File: config.mk
export PLATFORM = sky130hd
export DESIGN_NAME = hit_referee
export DESIGN_NICKNAME = d
export VERILOG_FILES = /design/src/rtl/hit_referee.sv
export SDC_FILE = /design/constraint.sdc
export NUM_CORES = 1
export LEC_CHECK = 0
export BUFFER_PORTS_ARGS = -buffer_cell sky130_fd_sc_hd__buf_2
export CAP_MARGIN = 20
export CORE_MARGIN = 2
export CORE_UTILIZATION = 55
export DETAILED_ROUTE_END_ITERATION = 10
export GPL_ROUTABILITY_DRIVEN = 0
export PLACE_DENSITY = 0.84
export SYNTH_ARGS = -nofsm -noshare
export SYNTH_HDL_FRONTEND = slang
export SYNTH_SLANG_ARGS = --single-unit
File: constraint.sdc
create_clock -name clk -period 3.1 [get_ports clk]
set_clock_uncertainty 0.15 [all_clocks]
set_input_delay 0.465 -clock clk [delete_from_list [all_inputs] [get_ports clk]]
set_output_delay 0.465 -clock clk [all_outputs]
set_load 0.05 [all_outputs]
File: src/rtl/hit_referee.sv
// Per-frame hit resolution between two players: overlap tests, block/damage,
// block-meter regeneration and the fight/KO round state.
module hit_referee #(
  parameter int unsigned HEALTH_MAX  = 5,
  parameter int unsigned BLOCK_MAX   = 3,
  parameter int unsigned BLOCK_REGEN = 60,
  parameter int unsigned DMG_BASIC   = 1,
  parameter int unsigned DMG_DIR     = 2
) (
  input  logic       clk,
  input  logic       rst,
  input  logic       new_round,
  input  logic [3:0] p1_state,
  input  logic [3:0] p2_state,
  input  logic [9:0] p1_b_x1,
  input  logic [9:0] p1_b_x2,
  input  logic [9:0] p1_b_y1,
  input  logic [9:0] p1_b_y2,
  input  logic [9:0] p1_d_x1,
  input  logic [9:0] p1_d_x2,
  input  logic [9:0] p1_d_y1,
  input  logic [9:0] p1_d_y2,
  input  logic [9:0] p1_m_x1,
  input  logic [9:0] p1_m_x2,
  input  logic [9:0] p1_m_y1,
  input  logic [9:0] p1_m_y2,
  input  logic [9:0] p2_b_x1,
  input  logic [9:0] p2_b_x2,
  input  logic [9:0] p2_b_y1,
  input  logic [9:0] p2_b_y2,
  input  logic [9:0] p2_d_x1,
  input  logic [9:0] p2_d_x2,
  input  logic [9:0] p2_d_y1,
  input  logic [9:0] p2_d_y2,
  input  logic [9:0] p2_m_x1,
  input  logic [9:0] p2_m_x2,
  input  logic [9:0] p2_m_y1,
  input  logic [9:0] p2_m_y2,
  output logic [1:0] p1_hitflag,
  output logic [1:0] p2_hitflag,
  output logic [2:0] p1_health,
  output logic [2:0] p2_health,
  output logic [2:0] p1_block,
  output logic [2:0] p2_block,
  output logic       round_over,
  output logic [1:0] winner
);

  typedef struct packed {
    logic [9:0] x1;
    logic [9:0] x2;
    logic [9:0] y1;
    logic [9:0] y2;
  } box_t;

  typedef enum logic {R_FIGHT, R_KO} round_e;

  localparam logic [2:0] HP_INIT    = 3'(HEALTH_MAX);
  localparam logic [2:0] BLK_INIT   = 3'(BLOCK_MAX);
  localparam logic [7:0] REGEN_LAST = 8'(BLOCK_REGEN - 1);
  localparam logic [2:0] DMG_B      = 3'(DMG_BASIC);
  localparam logic [2:0] DMG_D      = 3'(DMG_DIR);

  function automatic logic overlap(input box_t a, input box_t b);
    return (a.x1 <= b.x2) && (b.x1 <= a.x2) && (a.y1 <= b.y2) && (b.y1 <= a.y2);
  endfunction

  box_t [1:0]       b_box, d_box, m_box, atk_box;
  logic [1:0][3:0]  st;
  logic [1:0]       atk_on, hurt, hit;
  logic [1:0][2:0]  dmg;

  round_e           round_q, round_d;
  logic [1:0][1:0]  hitflag_q, hitflag_d;
  logic [1:0][2:0]  health_q, health_d;
  logic [1:0][2:0]  block_q, block_d;
  logic [1:0][7:0]  regen_q, regen_d;
  logic [1:0]       conn_q, conn_d;
  logic [1:0]       winner_q, winner_d;

  assign b_box[0] = {p1_b_x1, p1_b_x2, p1_b_y1, p1_b_y2};
  assign d_box[0] = {p1_d_x1, p1_d_x2, p1_d_y1, p1_d_y2};
  assign m_box[0] = {p1_m_x1, p1_m_x2, p1_m_y1, p1_m_y2};
  assign b_box[1] = {p2_b_x1, p2_b_x2, p2_b_y1, p2_b_y2};
  assign d_box[1] = {p2_d_x1, p2_d_x2, p2_d_y1, p2_d_y2};
  assign m_box[1] = {p2_m_x1, p2_m_x2, p2_m_y1, p2_m_y2};
  assign st[0]    = p1_state;
  assign st[1]    = p2_state;

  always_comb begin
    atk_on    = '0;
    atk_box   = '0;
    hurt      = '0;
    hit       = '0;
    dmg       = '0;
    round_d   = round_q;
    hitflag_d = '0;
    health_d  = health_q;
    block_d   = block_q;
    regen_d   = regen_q;
    conn_d    = conn_q;
    winner_d  = winner_q;

    for (int unsigned i = 0; i < 2; i++) begin
      atk_on[i]  = (st[i] == 4'd4) || (st[i] == 4'd7);
      atk_box[i] = (st[i] == 4'd7) ? d_box[i] : b_box[i];
      dmg[i]     = (st[i] == 4'd7) ? DMG_D : DMG_B;
    end

    // Index i is the defender; 1-i is the attacker whose hitbox is tested.
    for (int unsigned i = 0; i < 2; i++) begin
      hurt[i] = overlap(atk_box[1-i], m_box[i])
              | ((st[i] >= 4'd3) && (st[i] <= 4'd5) && overlap(atk_box[1-i], b_box[i]))
              | ((st[i] >= 4'd6) && (st[i] <= 4'd8) && overlap(atk_box[1-i], d_box[i]));
      hit[i]  = (round_q == R_FIGHT) && atk_on[1-i] && !conn_q[1-i] && hurt[i]
              && (st[i] != 4'd9) && (st[i] != 4'd10);
    end

    for (int unsigned i = 0; i < 2; i++) begin
      if (!atk_on[i]) begin
        conn_d[i] = 1'b0;
      end else if (hit[1-i]) begin
        conn_d[i] = 1'b1;
      end
    end

    if (round_q == R_FIGHT) begin
      for (int unsigned i = 0; i < 2; i++) begin
        if (hit[i]) begin
          hitflag_d[i] = (st[1-i] == 4'd7) ? 2'b10 : 2'b01;
          regen_d[i]   = '0;
          if ((st[i] == 4'd2) && (block_q[i] != 3'd0)) begin
            block_d[i] = block_q[i] - 3'd1;
          end else begin
            health_d[i] = (health_q[i] > dmg[1-i]) ? health_q[i] - dmg[1-i] : '0;
          end
        end else if (block_q[i] < BLK_INIT) begin
          if (regen_q[i] == REGEN_LAST) begin
            block_d[i] = block_q[i] + 3'd1;
            regen_d[i] = '0;
          end else begin
            regen_d[i] = regen_q[i] + 8'd1;
          end
        end else begin
          regen_d[i] = '0;
        end
      end
      if ((health_d[0] == 3'd0) || (health_d[1] == 3'd0)) begin
        round_d  = R_KO;
        winner_d = {health_d[0] == 3'd0, health_d[1] == 3'd0};
      end
    end else if (new_round) begin
      round_d  = R_FIGHT;
      health_d = {HP_INIT, HP_INIT};
      block_d  = {BLK_INIT, BLK_INIT};
      regen_d  = '0;
      conn_d   = '0;
      winner_d = '0;
    end
  end

  always_ff @(posedge clk or posedge rst) begin
    if (rst) begin
      round_q   <= R_FIGHT;
      hitflag_q <= '0;
      health_q  <= {HP_INIT, HP_INIT};
      block_q   <= {BLK_INIT, BLK_INIT};
      regen_q   <= '0;
      conn_q    <= '0;
      winner_q  <= '0;
    end else begin
      round_q   <= round_d;
      hitflag_q <= hitflag_d;
      health_q  <= health_d;
      block_q   <= block_d;
      regen_q   <= regen_d;
      conn_q    <= conn_d;
      winner_q  <= winner_d;
    end
  end

  assign p1_hitflag = hitflag_q[0];
  assign p2_hitflag = hitflag_q[1];
  assign p1_health  = health_q[0];
  assign p2_health  = health_q[1];
  assign p1_block   = block_q[0];
  assign p2_block   = block_q[1];
  assign round_over = (round_q == R_KO);
  assign winner     = winner_q;

endmodule
## Word level (Yosys, flattened, before mapping)

Index checks and enable logic that the tools add are counted.

| storage, ports and cells | value |
|---|---|
| memories | 0 |
| RAM bits | 0 |
| memory bits (read-only) | 0 |
| input bits | 251 |
| logic and storage cells | 179 |
| bits in registers | 37 |
| bits in latches | 0 |

| cells by class | value |
|---|---|
| multiplexer cells | 49 |
| divide/modulo/power cells | 0 |
| bitwise logic cells | 5 |
| $mul | 0 |
| order comparisons | 36 |
| shift-type cells | 0 |
| reductions and logical operators | 55 |
| add/sub/neg operators | 8 |
| eq/ne operators | 15 |

Operators by type and width:

| kind | number |
|---|---|
| <= comparator 10 bit | 24 |
| 2-to-1 mux 40 bit | 2 |
| 2-to-1 mux 3 bit | 16 |
| 2-to-1 mux 8 bit | 6 |
| logical AND 1 bit | 38 |
| 2-to-1 mux 16 bit | 2 |
| 2-to-1 mux 6 bit | 4 |
| 2-to-1 mux 2 bit | 11 |
| nonzero test 3 bit | 6 |
| adder 8 x 1 -> 8 bit (second input constant) | 2 |
| equality test 4 x 3 -> 1 bit (second input constant) | 4 |
| equality test 8 x 6 -> 1 bit (second input constant) | 2 |
| inequality test 4 bit (second input constant) | 4 |
| equality test 4 x 2 -> 1 bit (second input constant) | 2 |
| >= comparator 4 x 2 -> 1 bit (second input constant) | 2 |
| >= comparator 4 x 3 -> 1 bit (second input constant) | 2 |
| <= comparator 4 x 3 -> 1 bit (second input constant) | 2 |
| <= comparator 4 bit (second input constant) | 2 |
| AND reduction 4 bit | 2 |
| 2-to-1 mux 1 bit | 7 |
| adder 3 x 1 -> 3 bit (second input constant) | 2 |
| greater-than comparator 3 x 2 -> 1 bit | 2 |
| logical NOT 3 bit | 2 |
| < comparator 3 x 2 -> 1 bit (second input constant) | 2 |
| other kinds (11) | 20 |

## Depth between registers and ports, before layout

| depth | value |
|---|---|
| depth in word-level cells | 18 |
| gate-level depth with buffers | 22 |
| mapped depth without buffers | 18 |

## Worst setup path after synthesis

OpenSTA, ideal clock, no wires.

| path | value |
|---|---|
| kind | input to register |
| start | input port p2_state[2] |
| end | register block_q, in the netlist p1_block[2] |
| buffers on the path | 5 |
| arrival time | 4597 ps |
| stages | 20 |
| path slack | -1766 ps |
| required time | 2831 ps |
| library setup time | 119 ps |
| cells stage by stage | buf_2 and4b_1 buf_6 inv_1 clkbuf_1 clkbuf_1 nor2_1 a21oi_1 ha_1 and4_1 and2_1 and4_1 a221o_1 a2111oi_4 o311ai_2 buf_2 fa_1 xor2_1 nand4b_1 a21bo_1 |

| on the way | value |
|---|---|
| word-level cells in the longest chain between the ends | 14 |
| elaborated cells on any way between the ends | 40 |
| those cells by class | order compare: 12; eq/ne: 3; mux: 3; bitwise: 2; reduce/logical: 20 |

Ends and longest elaborated chain:

| element | RTL line | source |
|---|---|---|
| start, declared | 14 | `input logic [3:0] p2_state,` |
| equality test 4 x 3 -> 1 bit | 105, 106 |  |
| 2-to-1 mux 40 bit | 106 | `atk_box[i] = (st[i] == 4'd7) ? d_box[i] : b_box[i];` |
| <= comparator 10 bit | 65 | `return (a.x1 <= b.x2) && (b.x1 <= a.x2) && (a.y1 <= b.y2) && (b.y1 <= a.y2);` |
| logical AND 1 bit (3 in series) | 65 |  |
| logical AND 1 bit | 113 | `\| ((st[i] >= 4'd3) && (st[i] <= 4'd5) && overlap(atk_box[1-i], b_box[i]))` |
| OR 1 bit | 113 |  |
| OR 1 bit | 114 | `\| ((st[i] >= 4'd6) && (st[i] <= 4'd8) && overlap(atk_box[1-i], d_box[i]));` |
| logical AND 1 bit * | 115 | `hit[i] = (round_q == R_FIGHT) && atk_on[1-i] && !conn_q[1-i] && hurt[i]` |
| logical AND 1 bit * (2 in series) | 116 | `&& (st[i] != 4'd9) && (st[i] != 4'd10);` |
| inequality test 3 x 1 -> 1 bit (no source line) (tied with other cells) | -- |  |
| AND reduction 4 bit (no source line) or 2-to-1 mux 6 bit (tied branches) | -- |  |
| end signal, assigned | 167 | `block_q <= {BLK_INIT, BLK_INIT};` |
| end signal, assigned | 175 | `block_q <= block_d;` |
| end, declared | 76 | `logic [1:0][2:0] block_q, block_d;` |

Mark *: on every way between the ends. The rest lies on a longest branch, timed or not.
A chain may end at the register's enable or synchronous reset.

## Final worst setup path

| path | value |
|---|---|
| start | input port p1_state[3] |
| end | register block_q, in the netlist p2_block[2] |

| on the way | value |
|---|---|
| word-level cells in the longest chain between the ends | 14 |
| elaborated cells on any way between the ends | 40 |
| those cells by class | order compare: 12; eq/ne: 3; mux: 3; bitwise: 2; reduce/logical: 20 |

Ends and longest elaborated chain:

| element | RTL line | source |
|---|---|---|
| start, declared | 13 | `input logic [3:0] p1_state,` |
| equality test 4 x 3 -> 1 bit | 105, 106 |  |
| 2-to-1 mux 40 bit | 106 |  |
| <= comparator 10 bit | 65 |  |
| logical AND 1 bit (3 in series) | 65 |  |
| logical AND 1 bit | 113 |  |
| OR 1 bit | 113 |  |
| OR 1 bit | 114 |  |
| logical AND 1 bit * | 115 |  |
| logical AND 1 bit * (2 in series) | 116 |  |
| inequality test 3 x 1 -> 1 bit (no source line) (tied with other cells) | -- |  |
| AND reduction 4 bit (no source line) or 2-to-1 mux 6 bit (tied branches) | -- |  |

Marks and branches as above.

==> results.yml <==
sta:
  hold_ws_ns: 0.1692
  rsz0062_at_grt: "yes"
  hold_viol: 0
  max_freq_ghz: 0.2349
  maxSlewViolCount: 0
  tns_ns: -33.80
  slew_headroom: 0.5787
  post-route-period-util: 1.373
  tightest_slew_ns: 0.6261
  period_minus_slack_ns: 4.256
  setup_slack_ns: -1.156
  setup_viol: 37
setup_path:
  cp.arrival_ns: 4.32
  required_ns: 3.16
  r2r_cells: 13
  cpMaxStageDelayCell: "fa_2"
  timing.rr.start: "round_over$_DFF_PP0_"
  crit_fanout: 6
  worstSetupEndpointType: "flop"
  r2r_slack_ns: -0.10
  critPathKind: "input pin to flop"
  critPathLaunchType: "input pin"
  path_cells: "buf_6 -> and4b_4 -> buf_12 -> buf_8 -> buf_4 -> nand2_1 -> nand2_2 -> ha_1 -> a21o_1 -> a21o_1 -> a21oi_1 -> o21ai_2 -> o31ai_4 -> nand4_1 -> o221ai_4 -> inv_2 -> fa_2 -> nand2b_4 -> mux2i_4 -> a31oi_1 -> o21ai_1"
  crit_path_max_incr_delay_ns: 0.40
  crit_top_cell: "a21o_1"
  timing.rr.end: "p2_block[2]$_DFFE_PP0P_"
pwr:
  peakVddDrop_mv: 0.4033
  power.leakage_nw: 7.827
  p_sw_w: 0.002529
  combPwrFrac: 0.736
  power.density_nw_per_um2: 346.2
  p_int_w: 0.002581
  seq_power_share: 0.160
  p_clk_frac: 0.104
  p_sw_frac: 0.4950
floorplan:
  die_y_um: 132.8
  coreArea_um2: 16410
  dieArea_um2: 17650
  io_pins: 270
  initial_utilization: 0.5565
  rows: 47
  fp.dieW_um: 132.8
routing:
  antenna_left: 0
  drc: 0
  wl_per_cell_um: 23.34
  drtIter0Drc: 1617
  drt-pass1-iter-count: 7
  vias: 13440
  vias_per_cell: 6.702
  wirelength_mm: 46.83
finish:
  n_antenna_cell: 0
  num-nets-final: 2272
  finalNonFillerCells: 2006
  regArea_um2: 935.9
  nFillCells: 646
  area.growth.synth_to_final_pct: 61.66
  postLayoutCellArea_um2: 14760
  multiInputGateArea_um2: 8815
  drive_gt1_frac: 0.4546
placed_design:
  dp_hpwl_mm: 28.76
  placed_cell_area_um2: 12930
  placedCellCount: 1961
  port_buffers: 269
status:
  run_status: "finished with violations"
  violations: "setup timing"
global_route:
  grt-ovfl-total: 0
  grt_max_degree: 38
  gr-usage-all-layers: 0.4490
  grt_pass1_wl_mm: 64.03
  grtUsageMet1: 0.4766
  grt_use_met3: 0.1015
  grt_pass1_vias: 13240
  grtUsageMet2: 0.7830
  antenna_found_initial: 2
  grt_busiest_layer: "met2"
job:
  maxCapViolCount: 0
yosys:
  syn_avg_cell_area_um2: 7.459
  synth_ff_type: "dfrtp_1"
  syn_inst: 1224
  synth-edff-count: 0
  netlist_area_um2: 9130
  syn_nets: 1711
  yosysSeqAreaShare: 0.1025
  yosysWarnings: 0
  synth_cell_types: 79
  synth.ff_latch_count: 37
  synth-async-reset-ratio: 1.000
cts:
  root_buffer: "clkbuf_16"
  tritoncts: "done"
  clock_sinks: 37
  cts_hold_buf: 0
  cts_buffers: 5
  worstSkewPairLatency_ns: 0.29
  cts_buffer_depth: 2
  clk_pin_slew_worst_paths_ns: 0.06
  cts_max_level: 2
hold_path:
  min_path_type: "input pin to async pin"
==> what timing repair did <==
action	4_1_cts	5_1_grt
setup endpoints to repair	37	37
setup buffers	25	6
pin swaps	86	29
gates resized for setup	192	90
cloned	7	0
endpoints found under the hold margin	0	0
==> power by group through the flow <==
stage / sequential, W / clock [W] / combinational [W]
2_1_floorplan: 0.00103 / 0 / 0.00144
3_3_place_gp: 0.000777 / 0 / 0.00273
3_5_place_dp: 0.000786 / 0 / 0.00286
4_1_cts: 0.000783 / 0.000514 / 0.00328
5_1_grt: 0.000822 / 0.000538 / 0.00394
6_report: 0.000818 / 0.000533 / 0.00376
==> critical path: cells and delay by family <==
kind                       cells  cell delay [ns]
buffers and inverters          5             0.65
adders and majority gates      2             0.67
and+or+nand+nor                5             0.91
muxes                          1             0.13
AOI/OAI and AO/OA              8             1.44
==> routing by layer <==
layer / wire (um) / up-vias / part of all wire
met1: 14820 / 6006 / 0.32
met4: 5269 / 2 / 0.11
met5: 12 / - / 0.00026
met3: 6021 / 560 / 0.13
li1: - / 5524 / -
met2: 20710 / 1352 / 0.44
==> per-stage QoR <==
step           power [W]  worst slack [ns]    util
2_1_floorplan   0.002476            -1.229       -
3_3_place_gp    0.003503            -1.188  0.7881
3_5_place_dp    0.003645            -1.297  0.7881
4_1_cts         0.004580           -0.7670  0.8695
5_1_grt         0.005296            -1.270  0.8996
6_report        0.005110            -1.156  0.8996
==> sequential cells by signal, summed over array words and instances, names as in the netlist <==
register    cells
regen_q        16
round_over      1
conn_q          2
p1_hitflag      2
p2_block        3
winner          2
p2_health       3
p1_block        3
p1_health       3
p2_hitflag      2
==> final cells by class <==
cell class,count,share of cell area
Inverter,164,0.04332
Sequential cell,37,0.06341
Timing Repair inverter,3,0.002967
Tap cell,220,0.01865
Clock buffer,8,0.009919
Multi-Input combinational cell,999,0.5972
Timing Repair Buffer,575,0.2645
==> placed cells by master (no fill, tap or decap), types with 10 or more instances in the layout <==
cell type  count
buf_2        267
buf_4        274
a21oi_4       10
maj3_1        13
buf_6         20
ha_4          29
nand2_2       22
nand3_1       23
o21ai_0       22
dfrtp_1       29
nand2_4       14
a21oi_2       21
nor2_1        51
xor2_1        10
o21ai_1       15
nor2b_1       28
nand4_1       34
a21o_1        41
o21ai_2       12
a21oi_1       78
nand2_1      135
nor2_4        14
o21a_1        10
ha_1         202
inv_1        160
==> cell usage after synthesis, types with 12 or more instances <==
| cell type | number | area share |
|---|---|---|
| a211oi_1 | 12 | 0.0099 |
| a21o_1 | 41 | 0.034 |
| a21oi_1 | 109 | 0.060 |
| a31oi_1 | 12 | 0.0082 |
| and4_1 | 12 | 0.012 |
| clkbuf_1 | 17 | 0.0070 |
| dfrtp_1 | 29 | 0.079 |
| ha_1 | 232 | 0.32 |
| inv_1 | 162 | 0.067 |
| maj3_1 | 13 | 0.014 |
| nand2_1 | 171 | 0.070 |
| nand3_1 | 27 | 0.015 |
| nand4_1 | 34 | 0.023 |
| nor2_1 | 72 | 0.030 |
| nor2b_1 | 28 | 0.019 |
| o21ai_0 | 48 | 0.026 |
==> worst max-delay path by stage <==
stage                start                 endpoint  slack (ns)  cells past startpoint
6_report       p1_state[3]  p2_block[2]$_DFFE_PP0P_       -1.16                     21
5_1_grt        p1_state[2]  p2_block[2]$_DFFE_PP0P_       -1.27                     19
4_1_cts        p2_state[3]  p1_block[2]$_DFFE_PP0P_       -0.77                     16
3_5_place_dp   p2_state[3]  p1_block[2]$_DFFE_PP0P_       -1.30                     17
3_3_place_gp   p1_state[3]  p2_block[2]$_DFFE_PP0P_       -1.19                     18
2_1_floorplan  p2_state[2]  p1_block[2]$_DFFE_PP0P_       -1.23                     20
==> kinds of logic (layout without fill, tap and decap cells) <==
logic type | after synthesis | after routing | share of synthesized area
multiplexers | 13 | 13 | 0.01932
adder cells (fa/ha/maj) | 249 | 249 | 0.3410
flip-flops | 37 | 37 | 0.1025
AO/OA/AOI/OAI | 307 | 307 | 0.2208
XOR/XNOR | 18 | 18 | 0.01727
buffers and inverters | 188 | 750 | 0.08044
AND/OR/NAND/NOR | 412 | 412 | 0.2187
Note: power is estimated with default switching activity, not from simulation.
